==> src/rtl/pc_redirect_unit_pkg.sv <==
// Shared definitions for the PC redirect unit: FSM encoding and default sizing.
package pc_redirect_unit_pkg;

  // RUN: normal fetch. PEND: a redirect is held while fetch is frozen.
  typedef enum logic {
    RUN  = 1'b0,
    PEND = 1'b1
  } redirect_state_t;

  localparam int XLEN_DEF     = 32;
  localparam int RESET_PC_DEF = 0;
  localparam int PC_STEP_DEF  = 4;

  // Jump/branch targets are forced to halfword alignment; bit 1 is kept so
  // a word-misaligned target can still be reported downstream.
  function automatic logic [XLEN_DEF-1:0] align_target(input logic [XLEN_DEF-1:0] t);
    return {t[XLEN_DEF-1:1], 1'b0};
  endfunction

endpackage

==> src/rtl/pc_redirect_unit.sv <==
// Program-counter owner: sequential fetch, EX-stage redirects, wrong-path
// squashing, and deferral of a redirect that arrives while fetch is frozen.
module pc_redirect_unit
  import pc_redirect_unit_pkg::*;
#(
  parameter int              XLEN     = XLEN_DEF,
  parameter logic [XLEN-1:0] RESET_PC = XLEN'(RESET_PC_DEF),
  parameter logic [XLEN-1:0] PC_STEP  = XLEN'(PC_STEP_DEF)
) (
  input  logic            clk,
  input  logic            reset,
  input  logic            ex_valid,
  input  logic            branch_taken,
  input  logic            jump,
  input  logic [XLEN-1:0] target_addr,
  input  logic            fetch_stall,
  output logic [XLEN-1:0] pc,
  output logic [XLEN-1:0] pc_plus4,
  output logic            flush_ifid,
  output logic            flush_idex,
  output logic            redirect_pend,
  output logic            misalign_err
);

  redirect_state_t state, next_state;
  logic [XLEN-1:0] held_target, next_held;
  logic [XLEN-1:0] next_pc;
  logic            next_misalign;
  logic            flush_ifid_raw, flush_idex_raw;

  logic            redirect;
  logic [XLEN-1:0] target_eff;

  assign redirect      = ex_valid & (branch_taken | jump);
  assign target_eff    = {target_addr[XLEN-1:1], 1'b0};
  assign pc_plus4      = pc + PC_STEP;
  assign redirect_pend = (state == PEND);

  // Flushes are combinational but must never fire while reset is applied.
  assign flush_ifid = flush_ifid_raw & ~reset;
  assign flush_idex = flush_idex_raw & ~reset;

  // Next-state, next-PC mux and flush decode.
  always_comb begin
    // NOTE: every signal driven here gets a default first so no path infers a latch.
    next_state     = state;
    next_pc        = pc;
    next_held      = held_target;
    next_misalign  = 1'b0;
    flush_ifid_raw = 1'b0;
    flush_idex_raw = 1'b0;

    unique case (state)
      RUN: begin
        if (redirect) begin
          flush_ifid_raw = 1'b1;
          flush_idex_raw = 1'b1;
          if (fetch_stall) begin
            next_held  = target_eff;
            next_state = PEND;
          end else begin
            next_pc       = target_eff;
            next_misalign = target_addr[1];
          end
        end else if (!fetch_stall) begin
          next_pc = pc_plus4;
        end
      end

      PEND: begin
        if (fetch_stall) begin
          // Last redirect wins while still frozen.
          if (redirect) begin
            flush_ifid_raw = 1'b1;
            flush_idex_raw = 1'b1;
            next_held      = target_eff;
          end
        end else begin
          next_state = RUN;
          if (redirect) begin
            flush_ifid_raw = 1'b1;
            flush_idex_raw = 1'b1;
            next_pc        = target_eff;
            next_misalign  = target_addr[1];
          end else begin
            // The fetch completing now came from the stale PC; ID/EX is already clean.
            flush_ifid_raw = 1'b1;
            next_pc        = held_target;
            next_misalign  = held_target[1];
          end
        end
      end

      default: next_state = RUN;
    endcase
  end

  // State, PC, held target and misalignment pulse registers; reset dominates.
  always_ff @(posedge clk) begin
    // NOTE: sequential state uses non-blocking assignments so all registers update together.
    if (reset) begin
      state        <= RUN;
      pc           <= RESET_PC;
      held_target  <= '0;
      misalign_err <= 1'b0;
    end else begin
      state        <= next_state;
      pc           <= next_pc;
      held_target  <= next_held;
      misalign_err <= next_misalign;
    end
  end

endmodule

==> config.mk <==
export PLATFORM = sky130hd
export DESIGN_NAME = pc_redirect_unit
export DESIGN_NICKNAME = d
export VERILOG_FILES = /design/src/rtl/pc_redirect_unit_pkg.sv /design/src/rtl/pc_redirect_unit.sv
export SDC_FILE = /design/constraint.sdc
export NUM_CORES = 1
export LEC_CHECK = 0
export CAP_MARGIN = 20
export CORE_MARGIN = 10
export CORE_UTILIZATION = 53
export DETAILED_ROUTE_END_ITERATION = 16
export GPL_ROUTABILITY_DRIVEN = 0
export PLACE_DENSITY_LB_ADDON = 0.12
export SYNTH_ARGS = -nofsm -noshare
export SYNTH_HDL_FRONTEND = slang
export SYNTH_SLANG_ARGS = --single-unit
export TNS_END_PERCENT = 100
==> constraint.sdc <==
create_clock -name clk -period 3.3 [get_ports clk]
set_input_delay 0.99 -clock clk [delete_from_list [all_inputs] [get_ports clk]]
set_output_delay 0.99 -clock clk [all_outputs]
set_load 0.01 [all_outputs]
### Word-level counts from Yosys, hierarchy flattened

Cells that the tools add are included.

| cells by class | value |
|---|---|
| bitwise logic cells | 6 |
| $add $sub $neg | 1 |
| mux-type cells | 21 |
| eq/ne operators | 5 |
| reductions and logical operators | 2 |

Operator list:

| operator | number |
|---|---|
| 32-bit two-way mux | 8 |
| 32-bit one-hot mux with 2 select lines | 2 |
| 32-bit by 3-bit adder with 32-bit output (second input constant) | 1 |
| 2-bit inequality test (second input constant) | 5 |
| 1-bit two-way mux | 8 |
| 1-bit one-hot mux with 2 select lines | 3 |
| 1-bit AND | 3 |
| 3-bit AND reduction | 1 |
| 1-bit NOT | 2 |
| 2-bit AND reduction | 1 |
| 1-bit bitwise OR | 1 |

| storage, ports and cells | value |
|---|---|
| bits of input ports | 38 |
| output and inout bits | 68 |
| flip-flop bits (word level) | 66 |
| logic and storage cells | 39 |

### Longest topological paths before layout

Gate-level depths: netlist (run 1).

| logic depth | value |
|---|---|
| depth after elaboration | 6 |
| mapped depth | 7 |
| gate-level depth less buffers | 6 |

### Worst setup path before layout (run 1)

Ideal clock, no wire load.

| timing path | value |
|---|---|
| path kind | input -> output |
| from | input reset |
| to | output flush_idex |
| path buffers | 3 |
| required time | 2.310 ns |
| setup slack | 0.381 ns |
| stages | 4 |
| data arrival time | 1.929 ns |
| cells stage by stage | clkbuf_1 -> buf_1 -> buf_1 -> nor2_1 |

| on the way | value |
|---|---|
| cells in the longest elaborated chain, start to end | 2 |

Ends and longest elaborated chain:

| element | RTL line | source |
|---|---|---|
| start: declaration | pc_redirect_unit.sv:11 | `input logic reset,` |
| 1-bit NOT | pc_redirect_unit.sv:41 | `assign flush_idex = flush_idex_raw & ~reset;` |
| 1-bit AND | pc_redirect_unit.sv:41 |  |
| end: declaration | pc_redirect_unit.sv:20 | `output logic flush_idex,` |

Every way passes these cells.

### Worst setup path in the final report (run 1)

| timing path | value |
|---|---|
| from | register pc[9] |
| to | output pc_plus4[15] |

| on the way | value |
|---|---|
| cells in the longest elaborated chain, start to end | 1 |

Ends and longest elaborated chain:

| element | RTL line | source |
|---|---|---|
| start: declaration | pc_redirect_unit.sv:17 | `output logic [XLEN-1:0] pc,` |
| start signal: assignment | pc_redirect_unit.sv:108 | `pc <= next_pc;` |
| 32-bit by 3-bit adder with 32-bit output | pc_redirect_unit.sv:36 | `assign pc_plus4 = pc + PC_STEP;` |
| end: declaration | pc_redirect_unit.sv:18 | `output logic [XLEN-1:0] pc_plus4,` |

Every way passes these cells.

==> metrics.md, run 1 <==
| Metric | Value |
|---|---|
| Yosys reg bits | between 60 and 70 |
| Hold Path Stages | 2 |
| Sum Neg Setup Slack | 0 ps |
| Worst-Margin Slew | around 750 ps |
| Die width | 107 um |
| Cell Int Power | 1.43 mW |
| Hold endpoint | held_target[26] |
| Clock root buffer | clkbuf_8 |
| CP required | 2310 ps |
| Leak | 2.34 nW |
| Number of diodes | 0 |
| # DRC | 0 |
| Crit path arrival time | 2250 ps |
| Htree depth | 3 |
| Avg WL per Cell | 19.3 um |
| Antenna viol nets, final | 0 |
| NetSw | approximately 600 uW |
| CORE AREA | 7250 sq um |
| Finished Core Util | between 70% and 80% |
| # port buffers | between 100 and 150 |
| Unrepaired setup endpoints after global routing | false |
| Pre-CTS setup slack | -40.0 ps |
| Max Fanout on Critical Path | 5 |
| Post-Synthesis Cells | 530 |
| Dpl cells | 721 |
| Max-slew violation count | 0 |
| Slew headroom | 50.1% |
| Main synth FF type | dfxtp_1 |
| Die H | ~110 um |
| Number of global-route vias before repair | 4240 |
| Synth cell count leaders | 95 x nand2_1, 72 x a21oi_1, 66 x dfxtp_1 |
| Detail Placement HPWL | 9660 um |
| YS warnings | 0 |
| Combinational share of power | between 20% and 30% |
| Met1 Use GR | 29.7% |
| HP Class | reg -> reg |
| R2R Path End | pc[13] |
| Top-count cell post-synth | nand2_1 |
| Max VDD drop | 355 uV |
| Clock-pin slew on the worst setup and hold paths | 80 ps |
| Final Cycle Share | a little over nine tenths |
| CTS max path bufs | 2 |
| Final WS setup | 62.5 ps |
| Reg2reg path depth | 6 |
| Async set or reset register ratio after synthesis | 0% |
| Final Hold Vio Count | 0 |
| Clock sinks | 66 |
| Mean Syn Cell Area | 7.48 sq um |
| Switching Share | 29.3% |
| Final nets | around 680 |
| Clock share of power | between 30% and 40% |
| CTS Buf Count | 9 |
| Reg-to-reg startpoint | redirect_pend |
| Final Non-Filler Cells | 747 |
| Max-cap violations | 0 |
| Nature of the critical path endpoint | primary output |
| Initial DRC count | 556 |
| Starting Density | 54.7% |
| Register area share after synthesis | between 30% and 40% |
| PwrDens | 361 nW/um^2 |
| Min Tclk post-route | 3240 ps |
| Cell Area, Synth | 3970 sq um |
| # setup viols final | 0 |
| Most Crowded Layer GR | met2 |
| CTS Hold Buffers Added | 0 |
| Vias/cell | between 6 and 7 |
| Syn-to-layout area delta | 41.7% |
| Synth top area share | about a third |
| Sequential power share | 43.5% |
| Dominant cells by area after synthesis | dfxtp_1 33%, a21oi_1 9.1%, nand2_1 9.0% |
| Total wire length | 14400 um |
| Worst reg-to-reg setup slack | between 1000 and 1500 ps |
| Fmax | just over 0.3 GHz |
| Via count | 4561 |
| Hold Path Origin | held_target[26] |
| Cell taking the most area after synthesis | dfxtp_1 |
| Fillcell total | 532 |
| CP Launch Type | register |
| Outcome | finished clean |
| Total global-route track usage | 23.5% |
| Initial antenna violation count | 0 |
| Layout cells sized above 1 | 17.4% |
| Met3 Use GR | 6.04% |
| Met2 GRT Util | 37.9% |
| IO Count | 106 |
| Row count | 31 |
| Largest net degree at the start of global routing | 72 |
| Clock Latency Late Sink | approximately 340 ps |
| Number of flops mapped to enable cells by yosys | 0 |
| Detailed Routing Iterations Pass 1 | 5 |
| Remaining Overflow, GRT | 0 |
| CTS tree | yes |
| First-pass GRT wire length | 22200 um |
| Die area | 11300 sq um |
| Synth unique cells | 56 |
| Kind of critical path | reg -> out |
| Syn_nets | 569 |
| Skew final | 6.27 ps |
## placed cells by master (no fill, tap or decap), types with 8 or more instances in the layout
cell type / count
clkdlybuf4s50_1: 84
nand2_1: 94
clkbuf_8: 11
nand3_1: 25
a21oi_1: 71
dfxtp_2: 13
nand4_1: 12
o21ai_0: 8
and3_1: 11
o32ai_1: 9
inv_1: 14
nor2_1: 23
xnor2_1: 20
mux2i_1: 9
dlymetal6s2s_1: 10
buf_4: 51
dfxtp_1: 52
dlygate4sd2_1: 9
## through the flow
step / instance area [sq um] / hold WS (ps) / power, mW
after global routing: 5620 / 472 / 2.10
after global placement: 5210 / 437 / 1.32
after floorplan: 3970 / 431 / 1.10
after CTS: 5500 / 452 / 2.02
after detailed placement: 5210 / 442 / 1.33
final: 5620 / 452 / 2.03
## power groups by stage
stage	logic (mW)	registers [mW]	clock network (mW)
global route	0.477	0.888	0.739
detailed placement	0.438	0.895	0
CTS	0.440	0.878	0.705
global placement	0.430	0.892	0
finish	0.443	0.884	0.703
floorplan	0.204	0.899	0
## layer usage
layer  vias up  share of wire (%)
met3        41                 12
met4         0                2.9
met1      2098                 39
met2       326                 46
met5         -                  0
li1       2096                  -
## registers in the layout, indices dropped and copies added, names as in the netlist
name,flops
pc,32
redirect_pend,1
held_target,32
misalign_err,1
## worst max-delay path: stages, from the launching register on
cell	delay [ps]
dfxtp_1	410
and4_4	300
and2_2	210
nand4_1	220
xnor2_1	200
clkdlybuf4s50_1	560
## what timing repair did
action / CTS / global route
setup endpoints to repair: 21 / 15
pin swaps: 6 / 6
resized for setup: 23 / 32
endpoints found under the hold margin: 0 / 0
gates cloned: 0 / 0
setup buffers: 7 / 3
## how the worst max path moves through the flow
stage | end | startpoint
after floorplan | flush_idex | reset
after global placement | flush_ifid | branch_taken
after detailed placement | flush_ifid | branch_taken
after CTS | pc_plus4[31] | pc[25]
after global routing | pc_plus4[25] | pc[10]
final | pc_plus4[15] | pc[9]
## cell type report
cell class                      count  area (sq um)  area share (%)
Multi-Input combinational cell    396          2460            43.7
Tap cell                           99           124            2.20
Sequential cell                    66          1340            23.9
Clock inverter                      5          52.6           0.935
Timing Repair Buffer              156          1440            25.7
Inverter                           14          52.6           0.935
Clock buffer                       11           151            2.69
## cell families after synthesis
group                      count (synthesis)  synth area share (%)
buffers and inverters                     68                  7.29
xor gates and xnor gates                  28                  6.18
AOI/OAI and AO/OA                        138                  21.4
muxes                                      9                  2.27
adders and majority gates                  1                 0.315
DFF                                       66                  33.3
and+or+nand+nor                          220                  29.3
Note: power is estimated with default switching activity, not from simulation.
==> inputs of run 2 (changes only) <==
--- a/config.mk
+++ b/config.mk
@@ -8,8 +8,10 @@
 export CAP_MARGIN = 20
 export CORE_MARGIN = 10
 export CORE_UTILIZATION = 53
+export CTS_CLUSTER_DIAMETER = 200
 export DETAILED_ROUTE_END_ITERATION = 16
 export GPL_ROUTABILITY_DRIVEN = 0
+export MAX_ROUTING_LAYER = met4
 export PLACE_DENSITY_LB_ADDON = 0.12
 export SYNTH_ARGS = -nofsm -noshare
 export SYNTH_HDL_FRONTEND = slang
==> run 2 against run 1 <==
Effect of this change:
- register-to-register slack lost 60 ps
- utilization shrank 0.28 points
- clock-buffer cell count is the same
- via count grew 1.1%
- cell area shrank 0.36%
- clock power is essentially flat
- power grew 0.20%
- highest routed layer unchanged
- hold slack gained 1.9 ps
- sequential power is essentially flat
- the run now ends with negative setup slack left
- sequential cell count is the same
==> metrics.md, run 2 (synthesis results as in run 1) <==
| Metric | Value |
|---|---|
| Die area | 11300 sq um |
| Detailed Routing Iterations Pass 1 | 5 |
| CTS max path bufs | 2 |
| CTS Hold Buffers Added | 0 |
| Avg WL per Cell | 19.4 um |
| Clock-pin slew on the worst setup and hold paths | 70 ps |
| Largest registers | held_target: 32 flops, pc: 32 flops |
| Hold endpoint | held_target[26] |
| Final Cycle Share | 101% |
| Reg2reg path depth | 6 |
| Clock Latency Late Sink | around 340 ps |
| Initial DRC count | 634 |
| Number of diodes | 0 |
| PwrDens | between 300 and 400 nW/um^2 |
| CORE AREA | 7250 sq um |
| Reg-to-reg startpoint | pc[3] |
| Die width | 107 um |
| Detail Placement HPWL | about 9700 um |
| Max-slew violation count | 0 |
| Max Fanout on Critical Path | 7 |
| Worst-Margin Slew | 767 ps |
| Clock root buffer | clkbuf_8 |
| Final WS setup | -19.8 ps |
| Number of global-route vias before repair | 4244 |
| Final Hold Vio Count | 0 |
| Min Tclk post-route | 3320 ps |
| Dpl cells | 721 |
| Vias/cell | 6.18 |
| Max-cap violations | 0 |
| Most frequent cells in the layout | 94 x nand2_1, 86 x clkdlybuf4s50_1, 71 x a21oi_1 |
| # port buffers | 104 |
| IO Count | 106 |
| Remaining Overflow, GRT | 0 |
| CP Launch Type | register |
| Largest net degree at the start of global routing | 72 |
| Worst reg-to-reg setup slack | 1270 ps |
| R2R Path End | pc[29] |
| Outcome | complete, but fails checks |
| HP Class | reg -> reg |
| Slew headroom | between 40% and 50% |
| CP required | 2310 ps |
| Antenna viol nets, final | 0 |
| First-pass GRT wire length | around 22000 um |
| Initial antenna violation count | 0 |
| Fin area | approximately 5600 sq um |
| CTS Buf Count | 9 |
| Row count | 31 |
| Hold Path Origin | held_target[26] |
| Die H | 107 um |
| Final nets | roughly 680 |
| Clock sinks | 66 |
| Starting Density | 54.7% |
| Hold Path Stages | 2 |
| # DRC | 0 |
| Total global-route track usage | 24.3% |
| CTS tree | yes |
| Via count | 4613 |
| # setup viols final | 1 |
| Skew final | 6.11 ps |
| Unrepaired setup endpoints after global routing | true |
| Htree depth | 3 |
| Crit path arrival time | about 2300 ps |
| Syn-to-layout area delta | 41.2% |
| Max VDD drop | 358 uV |
| Failing checks | negative setup slack |
| Nature of the critical path endpoint | primary output |
| Pwr Total | between 2 and 2.5 mW |
| Placed Instance Area | 5210 sq um |
| Layout cells sized above 1 | between 15 and 20% |
| Kind of critical path | reg -> out |
| Final Non-Filler Cells | 747 |
| Leak | 2.31 nW |
| Commonest non-fill, non-tap cell in the layout | nand2_1 |
| Fmax | between 0.3 and 0.4 GHz |
| Total wire length | 14500 um |
[run 2: cell count changes in the layout (fill, tap and decap cells not counted)]
cell and delta:
dlymetal6s2s_1 -2, nand3_4 -1, nand3_1 +1, nor2_1 +1
nor2_2 -1, clkdlybuf4s50_1 +2
[run 2: final cells by class]
class / count / area (sq um)
fill: 535 / 1650
tap: 99 / 124
clock inverter: 5 / 52.6
timing repair buffer: 156 / 1440
clock buffer: 11 / 151
sequential: 66 / 1340
multi-input combinational: 396 / 2440
inverter: 14 / 52.6
[run 2: repair_timing]
item | 4_1_cts | 5_1_grt
setup endpoints to repair | 21 | 15
buffers inserted | 7 | 3
endpoints found under the hold margin | 0 | 0
pin swaps | 6 | 6
resized for setup | 23 | 27
[run 2: routing by layer]
layer  GRT usage, %  share of wire [%]
met5              -                  0
met4           8.51                2.5
met1           29.9                 39
met2           38.1                 47
met3           5.50                 12
[run 2: worst max-delay path, cell delays in order, from the launching register on]
cell	delay, ps
dfxtp_4	400
ha_1	220
nand4_1	280
nor4_4	290
nand2_1	110
xnor2_1	140
clkdlybuf4s50_1	550
[run 2: through the flow]
| step | hold WS [ps] | util [%] | setup TNS, ps | worst slack [ps] |
|---|---|---|---|---|
| 2_1_floorplan | 431 | - | 0 | 381 |
| 3_3_place_gp | 437 | 71.8 | -49.5 | -45.5 |
| 3_5_place_dp | 442 | 71.8 | -40.0 | -40.0 |
| 4_1_cts | 452 | 75.8 | -168 | -78.8 |
| 5_1_grt | 472 | 77.2 | -195 | -98.6 |
| 6_report | 453 | 77.2 | -19.8 | -19.8 |
[run 2: how the worst max path moves through the flow]
stage,endpoint,cells past startpoint,startpoint,slack [ps]
2_1_floorplan,flush_idex,4,reset,380
3_3_place_gp,flush_ifid,5,branch_taken,-50
3_5_place_dp,flush_ifid,5,branch_taken,-40
4_1_cts,pc_plus4[31],6,pc[25],-80
5_1_grt,pc_plus4[31],7,pc[10],-100
6_report,pc_plus4[24],6,pc[2],-20
[run 2: power breakdown]
group	internal (mW)	total [mW]	switching [mW]
Combinational	0.210	0.446	0.235
Sequential	0.839	0.883	0.0444
Clock	0.386	0.705	0.319
Total	1.44	2.03	0.598
